**src/rtl/uart_tx_fifo.sv**
```systemverilog
// Byte queue and launch controller feeding a uart_tx serializer.
// Buffers core-side writes and launches one byte per frame over the DV/Active/Done handshake.
module uart_tx_fifo #(
   parameter int DEPTH_LOG2 = 4
) (
   input  logic                  i_Clk,
   input  logic                  i_Rst_n,
   input  logic                  i_Wr_En,
   input  logic [7:0]            i_Wr_Data,
   input  logic                  i_Flush,
   input  logic                  i_Clr_Overflow,
   output logic                  o_Full,
   output logic                  o_Empty,
   output logic [DEPTH_LOG2:0]   o_Count,
   output logic                  o_Overflow,
   output logic                  o_Tx_DV,
   output logic [7:0]            o_Tx_Byte,
   input  logic                  i_Tx_Active,
   input  logic                  i_Tx_Done,
   output logic                  o_Busy
);

   localparam int DEPTH = 2 ** DEPTH_LOG2;
   localparam logic [DEPTH_LOG2:0] DEPTH_CNT = (DEPTH_LOG2 + 1)'(DEPTH);

   typedef enum logic [1:0] {
      IDLE        = 2'd0,
      WAIT_ACTIVE = 2'd1,
      WAIT_DONE   = 2'd2,
      DRAIN       = 2'd3
   } state_t;

   state_t                state;
   logic [7:0]            mem [DEPTH];
   logic [DEPTH_LOG2-1:0] wr_ptr;
   logic [DEPTH_LOG2-1:0] rd_ptr;
   logic [DEPTH_LOG2:0]   count_nxt;
   logic                  wr_ok;
   logic                  pop;
   logic                  ovf_set;

   // Fullness and emptiness come from the registered count, so a same-cycle
   // pop never makes room for a write arriving while full.
   always_comb begin
      wr_ok     = i_Wr_En && !o_Full && !i_Flush;
      pop       = (state == IDLE) && !o_Empty && !i_Flush;
      ovf_set   = i_Wr_En && o_Full && !i_Flush;
      count_nxt = o_Count;
      if (i_Flush) begin
         count_nxt = '0;
      end else if (wr_ok && !pop) begin
         count_nxt = o_Count + 1'b1;
      end else if (pop && !wr_ok) begin
         count_nxt = o_Count - 1'b1;
      end
   end

   always_ff @(posedge i_Clk) begin
      if (wr_ok) begin
         mem[wr_ptr] <= i_Wr_Data;
      end
   end

   always_ff @(posedge i_Clk or negedge i_Rst_n) begin
      if (!i_Rst_n) begin
         wr_ptr     <= '0;
         rd_ptr     <= '0;
         o_Count    <= '0;
         o_Empty    <= 1'b1;
         o_Full     <= 1'b0;
         o_Overflow <= 1'b0;
      end else begin
         if (i_Flush) begin
            wr_ptr <= '0;
            rd_ptr <= '0;
         end else begin
            if (wr_ok) begin
               wr_ptr <= wr_ptr + 1'b1;
            end
            if (pop) begin
               rd_ptr <= rd_ptr + 1'b1;
            end
         end
         o_Count <= count_nxt;
         o_Empty <= (count_nxt == '0);
         o_Full  <= (count_nxt == DEPTH_CNT);
         if (ovf_set) begin
            o_Overflow <= 1'b1;
         end else if (i_Clr_Overflow) begin
            o_Overflow <= 1'b0;
         end
      end
   end

   // DRAIN waits for Done to fall so the serializer is back in idle and
   // will actually sample the next DV pulse.
   always_ff @(posedge i_Clk or negedge i_Rst_n) begin
      if (!i_Rst_n) begin
         state     <= IDLE;
         o_Tx_DV   <= 1'b0;
         o_Tx_Byte <= 8'h00;
         o_Busy    <= 1'b0;
      end else begin
         o_Tx_DV <= 1'b0;
         case (state)
            IDLE: begin
               if (pop) begin
                  o_Tx_DV   <= 1'b1;
                  o_Tx_Byte <= mem[rd_ptr];
                  o_Busy    <= 1'b1;
                  state     <= WAIT_ACTIVE;
               end
            end
            WAIT_ACTIVE: begin
               if (i_Tx_Active) begin
                  state <= WAIT_DONE;
               end
            end
            WAIT_DONE: begin
               if (i_Tx_Done) begin
                  state <= DRAIN;
               end
            end
            DRAIN: begin
               if (!i_Tx_Done) begin
                  o_Busy <= 1'b0;
                  state  <= IDLE;
               end
            end
            default: begin
               o_Busy <= 1'b0;
               state  <= IDLE;
            end
         endcase
      end
   end

endmodule

```
**config.mk**
```make
export PLATFORM = sky130hd
export DESIGN_NAME = uart_tx_fifo
export DESIGN_NICKNAME = d
export VERILOG_FILES = /design/src/rtl/uart_tx_fifo.sv
export SDC_FILE = /design/constraint.sdc
export NUM_CORES = 1
export LEC_CHECK = 0
export CORE_AREA = 2 2 123 125
export CTS_CLUSTER_DIAMETER = 50
export CTS_CLUSTER_SIZE = 25
export DETAILED_ROUTE_END_ITERATION = 10
export DIE_AREA = 0 0 125 127
export GPL_TIMING_DRIVEN = 0
export PLACE_DENSITY_LB_ADDON = 0.08
export SYNTH_ARGS = -nofsm -noshare
export SYNTH_HDL_FRONTEND = slang
export SYNTH_SLANG_ARGS = --single-unit
```
**constraint.sdc**
```tcl
create_clock -name i_Clk -period 5.3 [get_ports i_Clk]
set_clock_uncertainty 0.2 [all_clocks]
set_input_delay 1.06 -clock i_Clk [delete_from_list [all_inputs] [get_ports i_Clk]]
set_output_delay 1.06 -clock i_Clk [all_outputs]
set_load 0.005 [all_outputs]
```
== Word-level counts from Yosys, hierarchy flattened ==
Memory sizes are Yosys's and may differ from the RTL's. A register that Yosys moved wholly into a read port is not among the register bits.
Index checks and enable logic that the tools add are counted.

* Bits in registers: 20
* RAM bits: 128
* Bits of input ports: 15
* Output and inout port bits: 18
* Word-level logic and storage cells: 66
* Memories: 1

* $add $sub $neg: 4
* Eq/ne operators: 8
* Muxes and demuxes: 21
* Reduce and logical (&&, ||, !) cells: 23

{| class="wikitable"
|+ Memory list
! name !! words !! bits a word !! read ports !! clocked after Yosys merged registers in !! write ports !! line !! RTL
|-
| mem || 16 || 8 || 1 || 1 || 1 || 34 || <nowiki>logic [7:0] mem [DEPTH];</nowiki>
|}

{| class="wikitable"
|+ Operators by type and width
! operator !! count
|-
| two-way mux 4 bit || 4
|-
| two-way mux 5 bit || 3
|-
| adder 4 x 1 -> 4 bit (second input constant) || 2
|-
| logical AND 1 bit || 8
|-
| two-way mux 1 bit || 8
|-
| two-way mux 2 bit || 4
|-
| != test 2 bit (second input constant) || 4
|-
| one-hot mux 2 bit (4 select lines) || 1
|-
| nonzero test 2 bit || 4
|-
| logical NOT 1 bit || 6
|-
| adder 5 x 1 -> 5 bit (second input constant) || 1
|-
| equality test 5 bit (second input constant) || 1
|-
| logical NOT 5 bit || 1
|-
| subtractor 5 x 1 -> 5 bit (second input constant) || 1
|-
| equality test 2 bit (second input constant) || 2
|-
| AND reduction 4 bit || 1
|-
| AND reduction 3 bit || 1
|-
| equality test 2 x 1 -> 1 bit (second input constant) || 1
|-
| logical NOT 2 bit || 1
|-
| one-hot mux 1 bit (2 select lines) || 1
|-
| AND reduction 2 bit || 1
|}

== Logic depth before layout (Yosys ltp) ==
* Depth after elaboration: 9
* Gate-level depth with buffers: 8
* Mapped depth without buffers: 7

== Worst setup path before layout ==
Ideal clock, no wire load.

* Kind: in2reg
* From: input i_Flush
* To: memory mem[0][0] (enable)
* Setup time: 0.370 ns
* Data arrival time: 2.037 ns
* Data required time: 4.730 ns
* Slack: 2.692 ns
* Stages: 3
* Buffers on the path: 1
* Cell sequence: clkbuf_1 or3_1 nor2_1

* Longest elaborated chain between the ends: 4

{| class="wikitable"
|+ RTL lines
! element !! line !! RTL
|-
| start, declared || 10 || <nowiki>input logic i_Flush,</nowiki>
|-
| logical NOT 1 bit || 45 || <nowiki>wr_ok = i_Wr_En && !o_Full && !i_Flush;</nowiki>
|-
| logical AND 1 bit || 45 ||
|-
| two-way mux 1 bit || 59 || <nowiki>if (wr_ok) begin</nowiki>
|-
| two-way mux 1 bit (implied by the code) || 60 || <nowiki>mem[wr_ptr] <= i_Wr_Data;</nowiki>
|-
| end, declared || 34 ||
|}

No other way between the ends.

== Worst setup path after layout ==
* From: input i_Flush
* To: memory mem[2][5] (enable)

Same word-level chain as after synthesis.

==> flow_summary.ini <==
[cts]
cts_buffer_depth = 2
post_cts_resized = 0
h-tree-depth = 4
cts.sinks = 156
post-cts-setup-buffers = 0
clock_latency_ns = 0.42
cts_tree = done
cts_hold_buf = 0
path_clk_slew_ns = 0.06
root_buffer = clkbuf_16
cts_inserted_buffers = 17

[critical_path]
ff2ff_path_depth = 4
cp_slowest_cell = nor2_1
critical_path.top_delay_family = simple AND/OR/NAND/NOR gates
crit_path_start_kind = primary input
cp_data_arrival_time_ns = 2.98
worst-setup-path-type = primary input to flip-flop
cp.required_ns = 5.14
worst_path_largest_cell_delay_ns = 0.74
end_kind = flip-flop
crit_fanout = 10
cp_cell_sequence = clkdlybuf4s50_1 > clkbuf_1 > or3_1 > nor2_1
cp.depth = 4
path_buf_inv = 2

[timing]
slew_violations = 0
finalHoldViolations = 0
fin_hold_ws_ns = 0.327
slew_headroom = 0.321
worst_slew_pin_slew_ns = 1.02
timing.final.crit_share = 0.594
final.setup.tns_ns = 0
rsz0062_at_grt = no
period_needed_ns = 3.15
max_freq_mhz = 318
setup_violations = 0

[power]
peakVddDrop_mv = 0.220
powerDensity_mw_per_mm2 = 428
p_leak_uw = 0.00257

[drt]
wire_per_inst_um = 21.7
wirelength_um = 13200
drtIter0Drc = 218
via_per_inst = 5.57
dr.pass1.iters = 4
drc_errors = 0
vias = 3378
detail-route-antenna-nets = 0

[die]
initial_core_util = 0.448
coreArea_mm2 = 0.0144
row_count = 44
ios = 33
die_w_um = 125
dieHeight_um = 127
die_area_mm2 = 0.0159

[logic_synthesis]
synth.cell_area_mm2 = 0.00646
synth_seq_area_share = 0.704
synth_area_leaders = edfxtp_1, dfrtp_1, mux4_1, mux4_2, ha_1
async_reset_ff_frac = 0.179
synth_top_cell_by_area = edfxtp_1
synth_nets = 386
synth_top_area_frac = 0.595
synth_area_per_cell_um2 = 18.0
synth_cell_type_count = 46
ys_ff_latch = 156
ys_warn_count = 0
synth_edf_count = 128
syn_inst = 359
synth_top_flop_cell = edfxtp_1

[grt]
grt_max_degree = 29
grt_pass1_wl_um = 20200
overflow = 0
first_global_vias = 3555
grtUsageTotal = 0.176
antenna_found_initial = 0

[place]
dp.cells = 575
io_buffers = 32
postPlaceCellArea_mm2 = 0.00701
hpwl_um = 8320
gp_congestion = 0.737

[finish]
nFillCells = 1187
diodes = 0
stdcell_area_mm2 = 0.00760
fin_nets = 437
drive_gt1_frac = 0.170
syn_to_final_growth_pct = 17.8
stdcell_count = 607

[run_status]
status = finished, final reports clean

[run]
drv_cap = 0

[worst_hold_path]
hold_depth = 2
hold_path.class = flip-flop to flip-flop
sequential cells by signal (all words and copies together), names as in the netlist:
signal      flops
mem           128
o_Busy          1
o_Count         5
o_Empty         1
o_Full          1
o_Overflow      1
o_Tx_Byte       8
o_Tx_DV         1
rd_ptr          4
state           2
wr_ptr          4
cell usage after synthesis, drive strengths merged (2+ instances only):
cell      n
xnor2     4
mux4     32
nand2    16
o22ai     9
nor2b     2
edfxtp  128
mux2i     8
nor4b     2
or3       2
xor2      4
clkbuf    2
nand3     2
nand4     2
mux2      8
nand2b    6
nor3      6
nor2     29
inv      10
buf      13
a21oi    12
nand4b    3
o21ai     4
ha       12
dfrtp    27
cells in the final DEF, fill, tap and decap left out, drive strengths merged, types with 2 or more instances in the layout:
master and count:
nand4 2, inv 11, clkinvlp 3, nand2 16, ha 12, o21ai 4, clkinv 4, nand4b 3
nor4b 2, nor2 29, buf 14, mux2 8, or3 2, a21oi 12, nand2b 6, nand3 2
dfrtp 27, nor3 6, edfxtp 128, mux4 32, clkdlybuf4s50 31, o22ai 9, mux2i 8, xor2 4
nor2b 2, bufinv 3, xnor2 4, clkbuf 23
final timing paths:
check	slack (ns)	from	end
max	2.15	i_Flush	mem[2][5]
min	0.33	o_Overflow	o_Overflow
max reg2reg	2.90	o_Full	mem[15][2]
min reg2reg	0.33	o_Overflow	o_Overflow
max in group asynchronous	3.96	i_Rst_n	wr_ptr[0]
min in group asynchronous	0.49	i_Rst_n	state[0]
worst register-to-register path, delay by kind of cell (launching register included):
kind          cells  cell delay, ns
flops             1            0.49
buf+inv           1            0.23
simple gates      3            1.11
metal layers:
metal	share of wire	global-route usage	vias up
met5	0	0	-
met2	0.51	0.301	68
met3	0.031	0.0356	19
met4	0.016	0.0680	0
li1	-	-	1532
met1	0.44	0.223	1759
area by class of cell:
class | instances | area (µm²) | share of cell area
multi-input cells | 178 | 1760 | 0.232
repair buffers | 32 | 315 | 0.0415
flip-flops and latches | 156 | 4550 | 0.598
clock inverters | 11 | 141 | 0.0186
clock buffers | 21 | 460 | 0.0606
inverters | 10 | 37.5 | 0.00494
plain buffers | 15 | 109 | 0.0143
well taps | 184 | 230 | 0.0303
per-stage QoR:
stage	util	setup WS (ns)	total power [µW]
floorplan	-	2.69	1820
global placement	0.486	1.66	2040
detailed placement	0.486	1.67	2060
CTS	0.527	2.15	3290
global route	0.527	1.98	3400
finish	0.527	2.15	3260
kinds of logic (layout without fill, tap and decap cells):
logic type / count (synthesis) / after routing / synth area share
mux: 48 / 48 / 0.147
compound gates: 34 / 34 / 0.0328
buf+inv: 25 / 89 / 0.0227
fa+ha+maj: 12 / 12 / 0.0233
xor+xnor: 8 / 8 / 0.0109
simple gates: 76 / 76 / 0.0597
flops: 156 / 156 / 0.704
where the power goes:
group          internal (µW)  switching, µW  leakage [µW]  total, µW
Combinational            292            266      0.000773        558
Sequential              1400           67.6       0.00151       1470
Clock                    763            463      0.000289       1230
Total                   2460            797       0.00257       3260
Note: power is estimated with default switching activity, not from simulation.
